## config.mk

```make
export PLATFORM = sky130hd
export DESIGN_NAME = cpu_exec_unit
export DESIGN_NICKNAME = d
export VERILOG_FILES = /design/src/rtl/cpu_pkg.sv /design/src/rtl/cpu_mul_iter.sv /design/src/rtl/cpu_exec_unit.sv
export SDC_FILE = /design/constraint.sdc
export NUM_CORES = 1
export LEC_CHECK = 0
export BUFFER_PORTS_ARGS = -buffer_cell sky130_fd_sc_hd__buf_2
export CAP_MARGIN = 20
export CORE_MARGIN = 4
export CORE_UTILIZATION = 38
export CTS_BUF_LIST = sky130_fd_sc_hd__clkbuf_2
export CTS_CLUSTER_SIZE = 25
export DETAILED_ROUTE_END_ITERATION = 16
export PLACE_DENSITY = 0.61
export SYNTH_ARGS = -nofsm -noshare
export SYNTH_HDL_FRONTEND = slang
export SYNTH_SLANG_ARGS = --single-unit
```

## constraint.sdc

```tcl
create_clock -name clk -period 5.25 [get_ports clk]
set_input_delay 1.05 -clock clk [delete_from_list [all_inputs] [get_ports clk]]
set_output_delay 1.05 -clock clk [all_outputs]
set_load 0.05 [all_outputs]
```

## src/rtl/cpu_pkg.sv

```systemverilog
// Shared CPU definitions: widths, opcodes, flag bit positions, exec FSM states.
package cpu_pkg;
  localparam int CPU_DATA_W = 16;
  localparam int CPU_SEL_W  = 3;

  localparam logic [3:0] OP_ADD = 4'd0;
  localparam logic [3:0] OP_SUB = 4'd1;
  localparam logic [3:0] OP_AND = 4'd2;
  localparam logic [3:0] OP_OR  = 4'd3;
  localparam logic [3:0] OP_XOR = 4'd4;
  localparam logic [3:0] OP_NOT = 4'd5;
  localparam logic [3:0] OP_SHL = 4'd6;
  localparam logic [3:0] OP_SHR = 4'd7;
  localparam logic [3:0] OP_MUL = 4'd8;
  localparam logic [3:0] OP_CMP = 4'd9;
  localparam logic [3:0] OP_MOV = 4'd10;

  localparam int FLAG_Z = 3;
  localparam int FLAG_N = 2;
  localparam int FLAG_C = 1;
  localparam int FLAG_V = 0;

  typedef enum logic {ST_IDLE, ST_MUL} exec_state_t;

  // Single-cycle ops that produce a register write-back.
  function automatic logic op_writes(input logic [3:0] op);
    return (op <= OP_SHR) || (op == OP_MOV);
  endfunction

  // Single-cycle ops that update the status flags (MUL is handled on completion).
  function automatic logic op_sets_flags(input logic [3:0] op);
    return (op <= OP_MOV) && (op != OP_MUL);
  endfunction
endpackage

```

## src/rtl/cpu_mul_iter.sv

```systemverilog
// Iterative unsigned shift-add multiplier; one multiplier bit per cycle.
// Bit 0 is folded into the start cycle so done pulses DATA_W cycles after start.
module cpu_mul_iter
  import cpu_pkg::*;
#(
  parameter int DATA_W = CPU_DATA_W
) (
  input  logic                  clk,
  input  logic                  rst,
  input  logic                  start,
  input  logic [DATA_W-1:0]     a,
  input  logic [DATA_W-1:0]     b,
  output logic                  done,
  output logic [2*DATA_W-1:0]   product
);
  localparam int CW = $clog2(DATA_W + 1);

  logic [2*DATA_W-1:0] acc;
  logic [2*DATA_W-1:0] mcand;
  logic [DATA_W-1:0]   mplier;
  logic [CW-1:0]       cnt;

  // Load on start, then accumulate the shifted multiplicand for each set multiplier bit.
  always_ff @(posedge clk or posedge rst) begin
    if (rst) begin
      acc    <= '0;
      mcand  <= '0;
      mplier <= '0;
      cnt    <= '0;
      done   <= 1'b0;
    end else if (start) begin
      acc    <= b[0] ? {{DATA_W{1'b0}}, a} : '0;
      mcand  <= {{DATA_W{1'b0}}, a} << 1;
      mplier <= b >> 1;
      cnt    <= CW'(DATA_W - 1);
      done   <= 1'b0;
    end else if (cnt != '0) begin
      acc    <= acc + (mplier[0] ? mcand : '0);
      mcand  <= mcand << 1;
      mplier <= mplier >> 1;
      cnt    <= cnt - 1'b1;
      done   <= (cnt == CW'(1));
    end else begin
      done   <= 1'b0;
    end
  end

  assign product = acc;
endmodule

```

## src/rtl/cpu_exec_unit.sv

```systemverilog
// Execute stage: combinational ALU, iterative MUL, registered write-back pulse and flags.
module cpu_exec_unit
  import cpu_pkg::*;
#(
  parameter int DATA_W = CPU_DATA_W,
  parameter int SEL_W  = CPU_SEL_W
) (
  input  logic              clk,
  input  logic              rst,
  input  logic              op_valid,
  output logic              op_ready,
  input  logic [3:0]        op_code,
  input  logic [DATA_W-1:0] op_a,
  input  logic [DATA_W-1:0] op_b,
  input  logic [SEL_W-1:0]  op_dst,
  output logic [DATA_W-1:0] wb_data,
  output logic [SEL_W-1:0]  wb_sel,
  output logic              wb_we,
  output logic [3:0]        flags,
  output logic              busy
);
  exec_state_t state, state_nxt;

  logic                accept, mul_start, mul_done;
  logic [2*DATA_W-1:0] mul_prod;
  logic [SEL_W-1:0]    mul_dst;
  logic [DATA_W-1:0]   alu_res;
  logic                alu_c, alu_v;
  logic [DATA_W:0]     sum, diff, shl_full, shr_full;
  logic [3:0]          alu_flags, mul_flags;
  logic [3:0]          amt;

  assign accept    = op_valid && op_ready;
  assign mul_start = accept && (op_code == OP_MUL);
  assign amt       = op_b[3:0];
  assign sum       = {1'b0, op_a} + {1'b0, op_b};
  assign diff      = {1'b0, op_a} - {1'b0, op_b};
  // Extra bit on the shifted-out side captures the last bit lost; zero for amount 0.
  assign shl_full  = {1'b0, op_a} << amt;
  assign shr_full  = {op_a, 1'b0} >> amt;

  cpu_mul_iter #(.DATA_W(DATA_W)) u_mul (
    .clk     (clk),
    .rst     (rst),
    .start   (mul_start),
    .a       (op_a),
    .b       (op_b),
    .done    (mul_done),
    .product (mul_prod)
  );

  // ALU result and carry/overflow for the single-cycle opcodes.
  always_comb begin
    alu_res = '0;
    alu_c   = 1'b0;
    alu_v   = 1'b0;
    case (op_code)
      OP_ADD: begin
        alu_res = sum[DATA_W-1:0];
        alu_c   = sum[DATA_W];
        alu_v   = (op_a[DATA_W-1] == op_b[DATA_W-1]) && (alu_res[DATA_W-1] != op_a[DATA_W-1]);
      end
      OP_SUB, OP_CMP: begin
        alu_res = diff[DATA_W-1:0];
        alu_c   = diff[DATA_W];
        alu_v   = (op_a[DATA_W-1] != op_b[DATA_W-1]) && (alu_res[DATA_W-1] != op_a[DATA_W-1]);
      end
      OP_AND: alu_res = op_a & op_b;
      OP_OR:  alu_res = op_a | op_b;
      OP_XOR: alu_res = op_a ^ op_b;
      OP_NOT: alu_res = ~op_a;
      OP_SHL: begin
        alu_res = shl_full[DATA_W-1:0];
        alu_c   = shl_full[DATA_W];
      end
      OP_SHR: begin
        alu_res = shr_full[DATA_W:1];
        alu_c   = shr_full[0];
      end
      OP_MOV: alu_res = op_a;
      default: ;
    endcase
  end

  assign alu_flags = {alu_res == '0, alu_res[DATA_W-1], alu_c, alu_v};
  assign mul_flags = {mul_prod[DATA_W-1:0] == '0, mul_prod[DATA_W-1],
                      mul_prod[2*DATA_W-1:DATA_W] != '0, mul_prod[2*DATA_W-1:DATA_W] != '0};

  // State register.
  always_ff @(posedge clk or posedge rst) begin
    if (rst) state <= ST_IDLE;
    else     state <= state_nxt;
  end

  // Next state and handshake outputs.
  always_comb begin
    state_nxt = state;
    op_ready  = 1'b0;
    busy      = 1'b0;
    case (state)
      ST_IDLE: begin
        op_ready = 1'b1;
        if (mul_start) state_nxt = ST_MUL;
      end
      ST_MUL: begin
        busy = 1'b1;
        if (mul_done) state_nxt = ST_IDLE;
      end
      default: state_nxt = ST_IDLE;
    endcase
  end

  // Write-back pulse, held data/select, and status flags.
  always_ff @(posedge clk or posedge rst) begin
    if (rst) begin
      wb_we   <= 1'b0;
      wb_data <= '0;
      wb_sel  <= '0;
      flags   <= '0;
      mul_dst <= '0;
    end else begin
      wb_we <= 1'b0;
      if (mul_start) mul_dst <= op_dst;
      if (accept && op_writes(op_code)) begin
        wb_we   <= 1'b1;
        wb_data <= alu_res;
        wb_sel  <= op_dst;
      end
      if (accept && op_sets_flags(op_code)) flags <= alu_flags;
      if (state == ST_MUL && mul_done) begin
        wb_we   <= 1'b1;
        wb_data <= mul_prod[DATA_W-1:0];
        wb_sel  <= mul_dst;
        flags   <= mul_flags;
      end
    end
  end
endmodule

```

==> results.md <==
- Worst VDD drop: 0.000361 V
- Non-filler cells, final: between 1500 and 2000
- Worst-Skew Late Latency: 0.68 ns
- GR Util All Layers: ~25%
- R2R cell count: 11
- Filler instances: just under 3000
- Register area share after synthesis: roughly 25%
- Ranking of synthesized cells by area: dfrtp_1, ha_1, nand2_1
- Placer's final routability congestion estimate: roughly 1.0
- Worst path cell trace: buf_2 > inv_1 > ha_1 > a211oi_1 > o21ai_1 > a41oi_1 > nor3_1 > a2111oi_0 > o21ai_0 > nor4_2 > nand4_1 > o31ai_2
- Slowest cell on crit path: a41oi_1
- Die height: between 150 and 200 µm
- Total gr overflow: 0
- Worst-path clk slew: 0.33 ns
- Die Span X: 178 µm
- Worst Hold Class: input pin to async pin
- Asr flop ratio synth: 100%
- Largest net degree at the start of global routing: between 40 and 50
- CP max FO: 31
- First-pass GRT wire length: approximately 62000 µm
- Via Count: about 11000
- CTS tree: built
- DRT iter0 DRCs: around 1200
- DP Wirelength: roughly 30000 µm
- Layout Skew: between 0.05 and 0.06 ns
- Area Overhead vs Synth: 6.67%
- Count leader, synth: nand2_1
- Post-synth top area share: between 20% and 30%
- Max-Cap Viols: 0
- Tmin final: 4.10 ns
- Max transition margin: 33.1%
- Least-Margin Pin Slew: just under 1 ns
- Final slew viol count: 0
- Synth top cells by count: nand2_1, a21oi_1, nor2_1
- CTS Buffer Depth: 2
- RSZ-0062 raised after global routing: false
- Post-synth EDFFs: 0
- Crit share post-route: about four fifths
- WP data required: between 5 and 6 ns
- Initial antenna violation count: 1
- Final setup violation count: 0
- Syn_area_per_cell: 7.68 µm²
- Worst setup EP type: flip-flop
- Reg2Reg Capture Point: u_mul.product[26]
- Mapped Area: roughly 0.011 mm²
- CP peak stage delay: 0.59 ns
- Max Freq: about 240 MHz
- Share of cells above drive strength 1: about 11%
- Die ar.: between 0.03 and 0.04 mm²
- Setup crit start kind: input pin
- Gates resized, CTS repair: 0
- Number of cells on the critical path: 12
- Avg WL per Cell: about 22 µm
- Yosys cell types: 87
- Worst path bufs/invs: 2
- Placed Instances: approximately 1800
- IO Pins: just under 70
- DRC viols: 0
- Port Buf Inserts: 67
- Fin nets: roughly 1600
- Via density: around 6.1
- TNS Setup: 0 ns
- Post CTS Setup Buffer Count: 0
- Antenna-violating nets left: 0
- Setup CP Type: input pin to flip-flop
- Commonest register cell after synthesis: dfrtp_1
- Initial core utilization: about 38%
- Crit path DAT: around 4.7 ns
- H-tree Lvls: 3
- Post-route cell area: about 0.012 mm²
- CTS Buf Count: 9
- R2r startpoint: u_mul.mplier[0]
- CTS root buf: clkbuf_2
- Hold Violations, Final: 0
- Vias in the first global route: around 10000
- Core Region: roughly 0.029 mm²
- Hold buffers post-CTS: 0
- Row cnt: 62
- PD cells: between 300 and 400 mW/mm²
- CP delay by family, top: compound AO/OA/AOI/OAI gates
- Mapped Cells: 1433
- Clock Sinks: roughly 110
- Lkg Pwr: about 5.3 nW
- Syn Nets: about 1600
- Largest area contributor in the netlist: dfrtp_1
- Final WL: around 40000 µm
- DR pass1 iterations: 7
- Placement Cell Area: between 0.01 and 0.015 mm²
- R2r setup slk: between 1 and 1.5 ns
- Ys Warns: 0
- Synthesized flop and latch total: ~110
- Status: finished clean
[sequential cells by signal, indices dropped and copies added (netlist names), 3 cells and up]
signal         cells
wb_sel             3
flags              4
u_mul.mcand       31
wb_data           16
u_mul.product     32
u_mul.mplier      15
u_mul.cnt          5
mul_dst            3
[how the worst max path moves through the flow]
| stage | end | startpoint | slack (ns) |
|---|---|---|---|
| finish | flags[3] | op_b[2] | 1.15 |
| floorplan | flags[3] | op_b[2] | 1.04 |
| global route | u_mul.product[31] | u_mul.mplier[0] | 0.93 |
| global placement | flags[3] | op_b[0] | 0.77 |
| CTS | u_mul.product[26] | u_mul.mplier[0] | 1.28 |
| detailed placement | flags[3] | op_b[2] | 0.60 |
[per-layer routing]
| metal | wire length [µm] | global-route usage [%] | vias to the layer above |
|---|---|---|---|
| li1 | - | - | 5194 |
| met1 | 17500 | 33.3 | 5439 |
| met2 | 18900 | 41.3 | 468 |
| met3 | 2230 | 2.69 | 92 |
| met4 | 1650 | 10.0 | 0 |
| met5 | 0 | 0 | - |
[worst register-to-register path, cell delays in order (launching register included)]
cell,delay [ns]
dfrtp_1,1.01
and2_1,0.27
ha_1,0.31
a21oi_1,0.16
o21ai_1,0.11
a221oi_1,0.31
nor2b_1,0.12
o31a_1,0.37
a221oi_1,0.60
o21ai_0,0.21
xnor2_1,0.16
a211oi_1,0.24
[cell families (layout without fill, tap and decap cells)]
logic type | after synthesis | count (layout) | share of synthesized area, %
simple gates | 554 | 554 | 24.1
compound gates | 438 | 438 | 25.8
buf+inv | 161 | 168 | 5.85
flops | 112 | 112 | 25.5
fa+ha+maj | 85 | 85 | 9.86
mux | 56 | 56 | 6.75
xor+xnor | 27 | 27 | 2.15
other cells | 0 | 1 | 0
[cell type report]
type	instances	area [µm²]	share of cell area, %
Clock inverter	7	70.1	0.597
Inverter	58	220	1.87
Antenna cell	1	2.50	0.0213
Timing Repair Buffer	94	538	4.58
Sequential cell	112	2800	23.9
Clock buffer	9	45.0	0.384
Tap cell	384	480	4.09
Multi-Input combinational cell	1160	7590	64.6
[power by group]
part | internal, mW | switching [mW]
combinational | 0.922 | 1.57
clock | 0.112 | 0.318
sequential | 1.23 | 0.376
total | 2.26 | 2.27
[through the flow]
step	worst slack (ns)	util, %	hold WS (ns)	total power [mW]
final	1.15	41.0	0.340	4.53
after global routing	0.932	41.0	0.321	4.90
after CTS	1.28	41.0	0.299	4.53
after detailed placement	0.599	40.6	0.470	4.09
after global placement	0.768	40.6	0.451	4.06
after floorplan	1.04	-	0.439	3.40
[placed cells by master, fill, tap and decap left out, types with 14 or more instances in the layout]
cell      count
ha_1         82
nor2_1      125
dfrtp_1     112
nor3_1       30
inv_1        56
buf_4        27
nand3_1      26
xnor2_1      16
o21ai_0      84
a211oi_1     15
mux2_2       15
nand2_1     212
a22oi_1      22
nand2b_1     14
a21o_1       18
mux2i_1      27
a31oi_1      36
and2_1       37
a21oi_1     126
nor2b_1      16
buf_2        67
No activity file was read; power rests on OpenSTA's default activity.
